===== config.mk =====
export PLATFORM = sky130hd
export DESIGN_NAME = mesm6_alu_iter
export DESIGN_NICKNAME = d
export VERILOG_FILES = /design/src/rtl/mesm6_alu_iter.sv
export SDC_FILE = /design/constraint.sdc
export NUM_CORES = 2
export LEC_CHECK = 0
export CAP_MARGIN = 20
export CORE_ASPECT_RATIO = 0.5
export CORE_MARGIN = 3
export CORE_UTILIZATION = 30
export DETAILED_ROUTE_END_ITERATION = 12
export PLACE_DENSITY = 0.5
export REMOVE_ABC_BUFFERS = 1
export SLEW_MARGIN = 30
export SYNTH_ARGS = -nofsm -noshare
export SYNTH_HDL_FRONTEND = slang
export SYNTH_SLANG_ARGS = --single-unit

===== constraint.sdc =====
create_clock -name clk -period 17.9 [get_ports clk]
set_input_delay 1.79 -clock clk [delete_from_list [all_inputs] [get_ports clk]]
set_output_delay 1.79 -clock clk [all_outputs]
set_load 0.01 [all_outputs]

===== src/rtl/mesm6_alu_iter.sv =====
// mesm6_alu_iter: multicycle BESM-6 style integer/logical ALU holding the Y register.
// Single-cycle ops finish at the start edge; ADDC/COUNT/CLZ, SHIFT, PACK/UNPACK (and MUL)
// iterate in RUN. Define MESM6_ALU_MUL_EN to build the shift-add multiplier for op 11.
module mesm6_alu_iter #(
   parameter int unsigned WIDTH      = 48,
   parameter int unsigned SHIFT_STEP = 8,
   parameter int unsigned LANES      = 4
) (
   input  logic             clk,
   input  logic             reset_n,
   input  logic             start,
   input  logic [3:0]       op,
   input  logic             wy,
   input  logic [WIDTH-1:0] a,
   input  logic [WIDTH-1:0] b,
   output logic [WIDTH-1:0] result,
   output logic [WIDTH-1:0] y,
   output logic             busy,
   output logic             done
);

   localparam int unsigned CW     = 7;               // counts up to 127 (shift amount, WIDTH<=64)
   localparam int unsigned NCHUNK = WIDTH / LANES;

   localparam logic [3:0] OP_NOP    = 4'd0;
   localparam logic [3:0] OP_AND    = 4'd1;
   localparam logic [3:0] OP_OR     = 4'd2;
   localparam logic [3:0] OP_XOR    = 4'd3;
   localparam logic [3:0] OP_ADDC   = 4'd4;
   localparam logic [3:0] OP_COUNT  = 4'd5;
   localparam logic [3:0] OP_CLZ    = 4'd6;
   localparam logic [3:0] OP_SHIFT  = 4'd7;
   localparam logic [3:0] OP_PACK   = 4'd8;
   localparam logic [3:0] OP_UNPACK = 4'd9;
   localparam logic [3:0] OP_YTA    = 4'd10;
`ifdef MESM6_ALU_MUL_EN
   localparam logic [3:0] OP_MUL    = 4'd11;
`endif

   typedef enum logic [1:0] {IDLE, RUN, FIN} state_t;

   state_t             state_q;
   logic [3:0]         op_q;
   logic [WIDTH-1:0]   a_q, b_q, result_q, y_q;
   logic [2*WIDTH-1:0] sh_q;      // shift pair, pack accumulator (low half), product pair
   logic [CW-1:0]      cnt_q;     // remaining shift distance or iteration index
   logic               busy_q, done_q;

   assign result = result_q;
   assign y      = y_q;
   assign busy   = busy_q;
   assign done   = done_q;

   logic [CW-1:0]      pop_c, clz_c, step_c;
   logic [WIDTH-1:0]   eac_x_c, eac_c, pk_acc_c, pk_a_c, pk_b_c;
   logic [WIDTH:0]     eac_s_c;
   logic [2*WIDTH-1:0] shf_c;

   // Per-cycle datapath: end-around adder, shifter step and one pack/unpack chunk.
   always_comb begin
      pop_c = '0;
      clz_c = '0;
      for (int unsigned i = 0; i < WIDTH; i++) begin
         pop_c = pop_c + CW'(a_q[i]);
         if (a_q[i]) clz_c = CW'(WIDTH - i);
      end
      case (op_q)
         OP_COUNT: eac_x_c = WIDTH'(pop_c);
         OP_CLZ:   eac_x_c = WIDTH'(clz_c);
         default:  eac_x_c = a_q;
      endcase
      eac_s_c = {1'b0, eac_x_c} + {1'b0, b_q};
      eac_c   = eac_s_c[WIDTH-1:0] + WIDTH'(eac_s_c[WIDTH]);

      step_c = (cnt_q > CW'(SHIFT_STEP)) ? CW'(SHIFT_STEP) : cnt_q;
      shf_c  = b_q[WIDTH-1] ? (sh_q >> step_c) : (sh_q << step_c);

      // a_q/b_q act as shift registers so every position is read at a fixed bit
      pk_acc_c = sh_q[WIDTH-1:0];
      pk_a_c   = a_q;
      pk_b_c   = b_q;
      for (int unsigned l = 0; l < LANES; l++) begin
         if (op_q == OP_PACK) begin
            if (pk_b_c[0]) pk_acc_c = {pk_a_c[0], pk_acc_c[WIDTH-1:1]};
            pk_a_c = pk_a_c >> 1;
            pk_b_c = pk_b_c >> 1;
         end else begin
            if (pk_b_c[WIDTH-1]) begin
               pk_acc_c = {pk_acc_c[WIDTH-2:0], pk_a_c[WIDTH-1]};
               pk_a_c   = pk_a_c << 1;
            end else begin
               pk_acc_c = {pk_acc_c[WIDTH-2:0], 1'b0};
            end
            pk_b_c = pk_b_c << 1;
         end
      end
   end

`ifdef MESM6_ALU_MUL_EN
   logic [WIDTH:0]     mul_sum_c;
   logic [2*WIDTH-1:0] mul_c;

   // One shift-add multiply step: multiplier in the low half, partial product in the high half.
   always_comb begin
      mul_sum_c = {1'b0, sh_q[2*WIDTH-1:WIDTH]};
      if (sh_q[0]) mul_sum_c = mul_sum_c + {1'b0, a_q};
      mul_c = {mul_sum_c, sh_q[WIDTH-1:1]};
   end
`endif

   // Control FSM with registered result, Y, busy and done.
   always_ff @(posedge clk) begin
      if (!reset_n) begin
         state_q  <= IDLE;
         op_q     <= '0;
         a_q      <= '0;
         b_q      <= '0;
         result_q <= '0;
         y_q      <= '0;
         sh_q     <= '0;
         cnt_q    <= '0;
         busy_q   <= 1'b0;
         done_q   <= 1'b0;
      end else begin
         done_q <= 1'b0;
         case (state_q)
            IDLE: begin
               if (start) begin
                  op_q    <= op;
                  a_q     <= a;
                  b_q     <= b;
                  cnt_q   <= '0;
                  sh_q    <= '0;
                  // single-cycle ops complete at this edge; multicycle ops override below
                  state_q <= FIN;
                  done_q  <= 1'b1;
                  case (op)
                     OP_NOP: if (wy) y_q <= a;
                     OP_AND: begin result_q <= a & b; y_q <= '0; end
                     OP_OR:  begin result_q <= a | b; y_q <= '0; end
                     OP_XOR: begin result_q <= a ^ b; y_q <= a;  end
                     OP_YTA: result_q <= y_q;
                     OP_ADDC, OP_COUNT, OP_CLZ, OP_PACK, OP_UNPACK: begin
                        state_q <= RUN;
                        busy_q  <= 1'b1;
                        done_q  <= 1'b0;
                     end
                     OP_SHIFT: begin
                        sh_q    <= b[WIDTH-1] ? {a, {WIDTH{1'b0}}} : {{WIDTH{1'b0}}, a};
                        cnt_q   <= CW'(b[WIDTH-2 -: 6]);
                        state_q <= RUN;
                        busy_q  <= 1'b1;
                        done_q  <= 1'b0;
                     end
`ifdef MESM6_ALU_MUL_EN
                     OP_MUL: begin
                        sh_q    <= {{WIDTH{1'b0}}, b};
                        state_q <= RUN;
                        busy_q  <= 1'b1;
                        done_q  <= 1'b0;
                     end
`endif
                     default: ;
                  endcase
               end
            end
            RUN: begin
               case (op_q)
                  OP_ADDC, OP_COUNT, OP_CLZ: begin
                     result_q <= eac_c;
                     y_q      <= (op_q == OP_CLZ) ? (a_q << clz_c) : '0;
                     state_q  <= FIN;
                     busy_q   <= 1'b0;
                     done_q   <= 1'b1;
                  end
                  OP_SHIFT: begin
                     sh_q  <= shf_c;
                     cnt_q <= cnt_q - step_c;
                     if (cnt_q == step_c) begin
                        if (b_q[WIDTH-1]) {result_q, y_q} <= shf_c;
                        else              {y_q, result_q} <= shf_c;
                        state_q <= FIN;
                        busy_q  <= 1'b0;
                        done_q  <= 1'b1;
                     end
                  end
                  OP_PACK, OP_UNPACK: begin
                     sh_q[WIDTH-1:0] <= pk_acc_c;
                     a_q             <= pk_a_c;
                     b_q             <= pk_b_c;
                     cnt_q           <= cnt_q + 1'b1;
                     if (cnt_q == CW'(NCHUNK - 1)) begin
                        result_q <= pk_acc_c;
                        y_q      <= '0;
                        state_q  <= FIN;
                        busy_q   <= 1'b0;
                        done_q   <= 1'b1;
                     end
                  end
`ifdef MESM6_ALU_MUL_EN
                  OP_MUL: begin
                     sh_q  <= mul_c;
                     cnt_q <= cnt_q + 1'b1;
                     if (cnt_q == CW'(WIDTH - 1)) begin
                        {result_q, y_q} <= mul_c;
                        state_q <= FIN;
                        busy_q  <= 1'b0;
                        done_q  <= 1'b1;
                     end
                  end
`endif
                  default: begin
                     state_q <= FIN;
                     busy_q  <= 1'b0;
                     done_q  <= 1'b1;
                  end
               endcase
            end
            FIN:     state_q <= IDLE;
            default: state_q <= IDLE;
         endcase
      end
   end

endmodule

## Yosys cells after proc, flatten, opt, wreduce, memory -nomap -nowiden

Cells that the tools add are included.
W data, S select, Z words.

| word-level totals | value |
|---|---|
| flip-flop bits (word level) | 303 |
| word-level logic and storage cells | 239 |
| output and inout bits | 98 |
| bits of input ports | 104 |

| cells by class | value |
|---|---|
| equal/unequal tests | 30 |
| add/subtract/negate cells | 51 |
| reduce and logical (&&, ||, !) cells | 15 |
| bitwise operators | 3 |
| shift-type cells | 3 |
| $lt $le $gt $ge | 1 |
| muxes and demuxes | 125 |

Operator list:

| cell | number |
|---|---|
| $mux W48 | 35 |
| $pmux W48 S2 | 6 |
| $pmux W48 S3 | 3 |
| $mux W96 | 4 |
| $add A7 B1 Y7 | 41 |
| $mux W7 | 33 |
| $pmux W48 S4 | 1 |
| $pmux W96 S2 | 1 |
| $mux W6 | 18 |
| $shl A96 B7 Y96 | 1 |
| $shr A96 B7 Y96 | 1 |
| $add A48 B48 Y49 | 1 |
| $add A48 B1 Y48 | 1 |
| $and A48 B48 Y48 | 1 |
| $or A48 B48 Y48 | 1 |
| $shl A48 B7 Y48 | 1 |
| $xor A48 B48 Y48 | 1 |
| $eq A4 B3 Y1 const B | 8 |
| $pmux W7 S2 | 2 |
| $eq A4 B4 Y1 const B | 5 |
| $mux W1 | 12 |
| $reduce_and A3 Y1 | 4 |
| $ne A3 B3 Y1 const B | 3 |
| $eq A4 B2 Y1 const B | 2 |
| 31 further kinds | 42 |

## Longest topological paths before layout

| depth | value |
|---|---|
| depth in word-level cells | 53 |
| depth in mapped cells | 44 |
| depth with buffers taken out | 43 |

## Least setup slack after synthesis

OpenSTA, ideal clock, no wires.

| path | value |
|---|---|
| path kind | reg-to-reg |
| start | reg a_q[35] |
| end | reg result_q[36], in the netlist result[36] |
| period minus slack after synthesis | 10.944 ns |
| data required time | 17.783 ns |
| path buffers | 1 |
| stages on the path, launching flop included | 45 |
| path slack | 6.956 ns |
| data arrival time | 10.827 ns |
| library setup time | 0.117 ns |
| cells stage by stage | dfxtp_1 > clkbuf_1 > inv_1 > fa_1 > inv_1 > fa_1 > inv_1 > fa_1 > inv_1 > fa_1 > inv_1 > fa_1 > fa_1 > fa_1 > inv_1 > ha_1 > fa_1 > a21o_1 > [... 9 more ...] > and2_1 > o41ai_1 > a21o_1 > a31oi_1 > nor2b_1 > o21ai_0 > nand2b_1 > ha_1 > ha_1 > nand2_1 > or3b_2 > nor2b_1 > nand3_1 > or3_1 > or4_4 > or4b_1 > nand2_1 > o21ai_1 |

| on the way | value |
|---|---|
| word-level cells in the longest chain between the ends | 18 |

RTL lines:

| item | RTL line | text |
|---|---|---|
| start, declared | 44 | `logic [WIDTH-1:0] a_q, b_q, result_q, y_q;` |
| start signal, assigned | 189 | `a_q <= pk_a_c;` |
| $add A7 B1 Y7 or $mux W7 (tied branches) (13 in a row) | 64, 65 |  |
| $pmux W48 S2 * | 67 | `case (op_q)` |
| $add A48 B48 Y49 * | 72 | `eac_s_c = {1'b0, eac_x_c} + {1'b0, b_q};` |
| $add A48 B1 Y48 * | 73 | `eac_c = eac_s_c[WIDTH-1:0] + WIDTH'(eac_s_c[WIDTH]);` |
| $pmux W48 S3 * | 168 | `case (op_q)` |
| $pmux W48 S2 * | 126 | `case (state_q)` |
| end signal, assigned | 142 | `OP_YTA: result_q <= y_q;` |
| end signal, assigned | 193 | `result_q <= pk_acc_c;` |
| end, declared | 44 |  |

Every way passes the cells marked *; elsewhere a longest branch is shown, timed or not.
A chain may end at the register's enable or synchronous reset.

## Final worst setup path

Same ends and word-level chain as after synthesis.

==> flow_summary_export.csv <==
group,metric,value,unit
place,io_buffers,201,
power_and_ir_drop,ir_drop,0.174,mV
route,drtIter0Drc,8411,
clock_network,clk_pin_slew,0.07,ns
timing,period_needed,12.85,ns
route,first_pass_iters,9,
worst_setup_path,ff2ff_path_depth,44,
worst_setup_path,reg2reg_setup_slack,5.05,ns
worst_setup_path,critPathCaptureType,"flop",
timing,slew_headroom,0.187,
timing,fin_ws,5.05,ns
yosys,syn_area,0.0402,mm²
clock_network,clock_path_buffers,3,
worst_setup_path,required,18.41,ns
place,hpwl,207000,µm
yosys,synth_edf_count,0,
yosys,yosysWarnings,0,
clock_network,cts.sinks,303,
global_routing,grt_max_degree,164,
die,dieHeight,265,µm
power_and_ir_drop,p_per_area,93.0,mW/mm²
yosys,synth_most_common_cell,"nand2_1",
global_routing,grt_pass1_wl,372000,µm
yosys,synth_common_cells,"nand2_1, mux2i_1, nor2_1, clkbuf_1, o21ai_0",
timing,rsz0062_at_grt,"false",
yosys,synth_top_area_cell,"dfxtp_1",
worst_setup_path,setup.worst_path.start_class,"flop",
worst_setup_path,path_class,"flop to flop",
global_routing,overflow,0,
timing,setup_tns,0,ns
die,die_w,524,µm
die,rows,94,
place,globalplace.congestion,1.01,
worst_setup_path,crit_buf_inv,7,
global_routing,grt_use_total,0.374,
yosys,synthCells,5791,
worst_setup_path,cp.arrival,13.36,ns
cells_and_area,multi_input_area,0.0315,mm²
route,drc,0,
worst_hold_path,hold_path.class,"flop to flop",
die,die-area,0.139,mm²
timing,worst_pin_slew,1.22,ns
clock_network,clk_latency,0.64,ns
status,outcome,"complete, no violations",
route,wl_per_cell,37.0,µm
timing,hold_viol,0,
power_and_ir_drop,cellLeakagePower,17.0,nW
clock_network,cts-root-buf,"clkbuf_16",
run,cap_violations,0,
clock_network,cts_resized,0,
place,place_ws,5.19,ns
cells_and_area,syn_to_final_growth,11.7,%
global_routing,antenna_found_initial,42,
yosys,synth-async-reset-ratio,0,
worst_setup_path,cp_slowest_stage_delay,0.91,ns
clock_network,hold_buffers,0,
timing,period_share,0.718,
cells_and_area,drive_gt1_frac,0.0681,
yosys,synthTopCellsByArea,"dfxtp_1, mux2i_1, nand2_1",
yosys,ys_seq_area_frac,0.151,
route,vias,49500,
yosys,synth_seq_cells,303,
cells_and_area,fillers,14300,
die,initial_core_util,0.304,
timing,fin_skew,0.0278,ns
worst_setup_path,critPathSlowestCell,"o41ai_1",
cells_and_area,regArea,0.00608,mm²
timing,setup_viol,0,
yosys,ys_types,101,
clock_network,cts_setup_buffers,0,
clock_network,cts_buffers,40,
worst_setup_path,cp.depth,44,
route,viasPerCell,6.70,
timing,maxSlewViolCount,0,
worst_setup_path,path_common_cell,"fa_1",
route,ant_nets,0,
die,ios,202,
yosys,synth_top_area_share,0.151,
worst_setup_path,cp_top_family,"adder cells",
route,drt-total-wl,273000,µm
cells_and_area,fin_nets,5874,
global_routing,grt_pass1_vias,44500,
worst_setup_path,crit_fanout,10,
clock_network,htreeDepth,2,
yosys,synthFlopType,"dfxtp_1",
die,coreArea,0.132,mm²
worst_setup_path,setup.worst_path.start,"a_q[35]",
worst_setup_path,critPathCapture,"result[36]",
worst_setup_path,timing.rr.end,"result[36]",
yosys,syn_avg_cell_area,6.95,µm²
worst_setup_path,r2r_start,"a_q[35]",
clock_network,cts_tree,"built",
timing,max_freq,77.8,MHz
per-layer routing:
| layer | up-vias | track usage | part of all wire |
|---|---|---|---|
| li1 | 21000 | - | - |
| met1 | 24700 | 0.547 | 0.45 |
| met2 | 3288 | 0.489 | 0.37 |
| met3 | 434 | 0.165 | 0.15 |
| met4 | 32 | 0.0903 | 0.029 |
| met5 | - | 0 | 0.00098 |
state kept, by name, summed over array words and instances, names as in the netlist:
name / cells
busy: 1
op_q: 4
b_q: 48
a_q: 48
cnt_q: 7
y: 48
state_q: 2
done: 1
result: 48
sh_q: 96
worst min-delay path by stage:
stage | startpoint | end | slack, ns | cells after the start
2_1_floorplan | op_q[3] | op_q[3] | 0.47 | 2
3_3_place_gp | result[4] | result[4] | 0.45 | 2
3_5_place_dp | result[4] | result[4] | 0.46 | 2
4_1_cts | result[4] | result[4] | 0.47 | 2
5_1_grt | result[4] | result[4] | 0.49 | 2
6_report | result[4] | result[4] | 0.48 | 2
worst reg2reg max path, delay by kind of cell, from the launching register on:
| kind | cells | cell delay [ns] |
|---|---|---|
| flops | 1 | 0.50 |
| simple gates | 13 | 3.56 |
| compound gates | 11 | 2.77 |
| xor+xnor | 1 | 0.09 |
| fa+ha+maj | 12 | 5.11 |
| buf+inv | 7 | 0.70 |
through the flow:
| stage | hold slack, ns | util | area [µm²] | instances | total power (W) |
|---|---|---|---|---|---|
| 5_1_grt | 0.492 | 0.339 | 44900 | 7373 | 0.00434 |
| 4_1_cts | 0.468 | 0.338 | 44800 | 7367 | 0.00407 |
| 6_report | 0.481 | 0.340 | 44900 | 7383 | 0.00418 |
| 3_5_place_dp | 0.459 | 0.329 | 43500 | 7296 | 0.00319 |
| 2_1_floorplan | 0.474 | - | 37900 | 5188 | 0.00229 |
| 3_3_place_gp | 0.449 | 0.328 | 43400 | 7295 | 0.00320 |
cell families (layout without fill, tap and decap cells):
kind of cell / Yosys count / in the layout / share of synthesized area
other: 1 / 11 / 0.0000932
flip-flops: 303 / 303 / 0.151
AND/OR/NAND/NOR: 1831 / 1831 / 0.202
adder cells (fa/ha/maj): 202 / 202 / 0.0703
XOR/XNOR: 81 / 81 / 0.0176
AO/OA/AOI/OAI: 1965 / 1965 / 0.327
multiplexers: 611 / 611 / 0.158
buffers and inverters: 797 / 603 / 0.0749
power by group:
part | leakage [nW] | switching, W | internal (W)
clock network | 0.629 | 0.000414 | 0.000471
registers | 2.49 | 0.000147 | 0.000735
logic | 13.9 | 0.00161 | 0.000798
area by class of cell:
type | instances | share of cell area
sequential | 303 | 0.135
clock inverter | 10 | 0.00153
clock buffer | 61 | 0.0272
timing repair buffer | 338 | 0.0691
inverter | 194 | 0.0164
tap | 1776 | 0.0495
antenna | 10 | 0.000557
multi-input combinational | 4691 | 0.700
placed cells by master (no fill, tap or decap), types with 15 or more instances in the layout:
| master | synthesis | layout |
|---|---|---|
| nor2_1 | 550 | 542 |
| a211o_1 | 18 | 17 |
| nor3_1 | 112 | 108 |
| nor2b_1 | 20 | 18 |
| o221ai_1 | 60 | 60 |
| o21ai_0 | 463 | 458 |
| and2_1 | 44 | 42 |
| nand3_1 | 126 | 126 |
| buf_4 | 0 | 131 |
| ha_1 | 162 | 162 |
| a211oi_1 | 115 | 111 |
| or3_1 | 53 | 52 |
| a31oi_1 | 100 | 97 |
| mux2_2 | 45 | 45 |
| inv_1 | 191 | 187 |
| a22oi_1 | 24 | 24 |
| nor4_1 | 29 | 25 |
| dfxtp_1 | 303 | 296 |
| mux2i_1 | 551 | 550 |
| o22a_1 | 17 | 17 |
| xnor2_1 | 53 | 50 |
| mux4_2 | 15 | 15 |
| o22ai_1 | 61 | 60 |
| a221oi_1 | 78 | 78 |
| fa_1 | 40 | 40 |
| o21a_1 | 17 | 16 |
| nand4_1 | 15 | 15 |
| a311oi_1 | 96 | 93 |
| nand2_1 | 721 | 711 |
| a32o_1 | 16 | 16 |
| clkdlybuf4s50_1 | 0 | 200 |
| nand2b_1 | 73 | 70 |
| xor2_1 | 28 | 27 |
| a21oi_1 | 389 | 386 |
| o211ai_1 | 315 | 315 |
| clkbuf_16 | 0 | 42 |
| a32oi_1 | 18 | 18 |
| and3_1 | 25 | 25 |
| a21o_1 | 19 | 19 |
(Power assumes the default switching activity.)
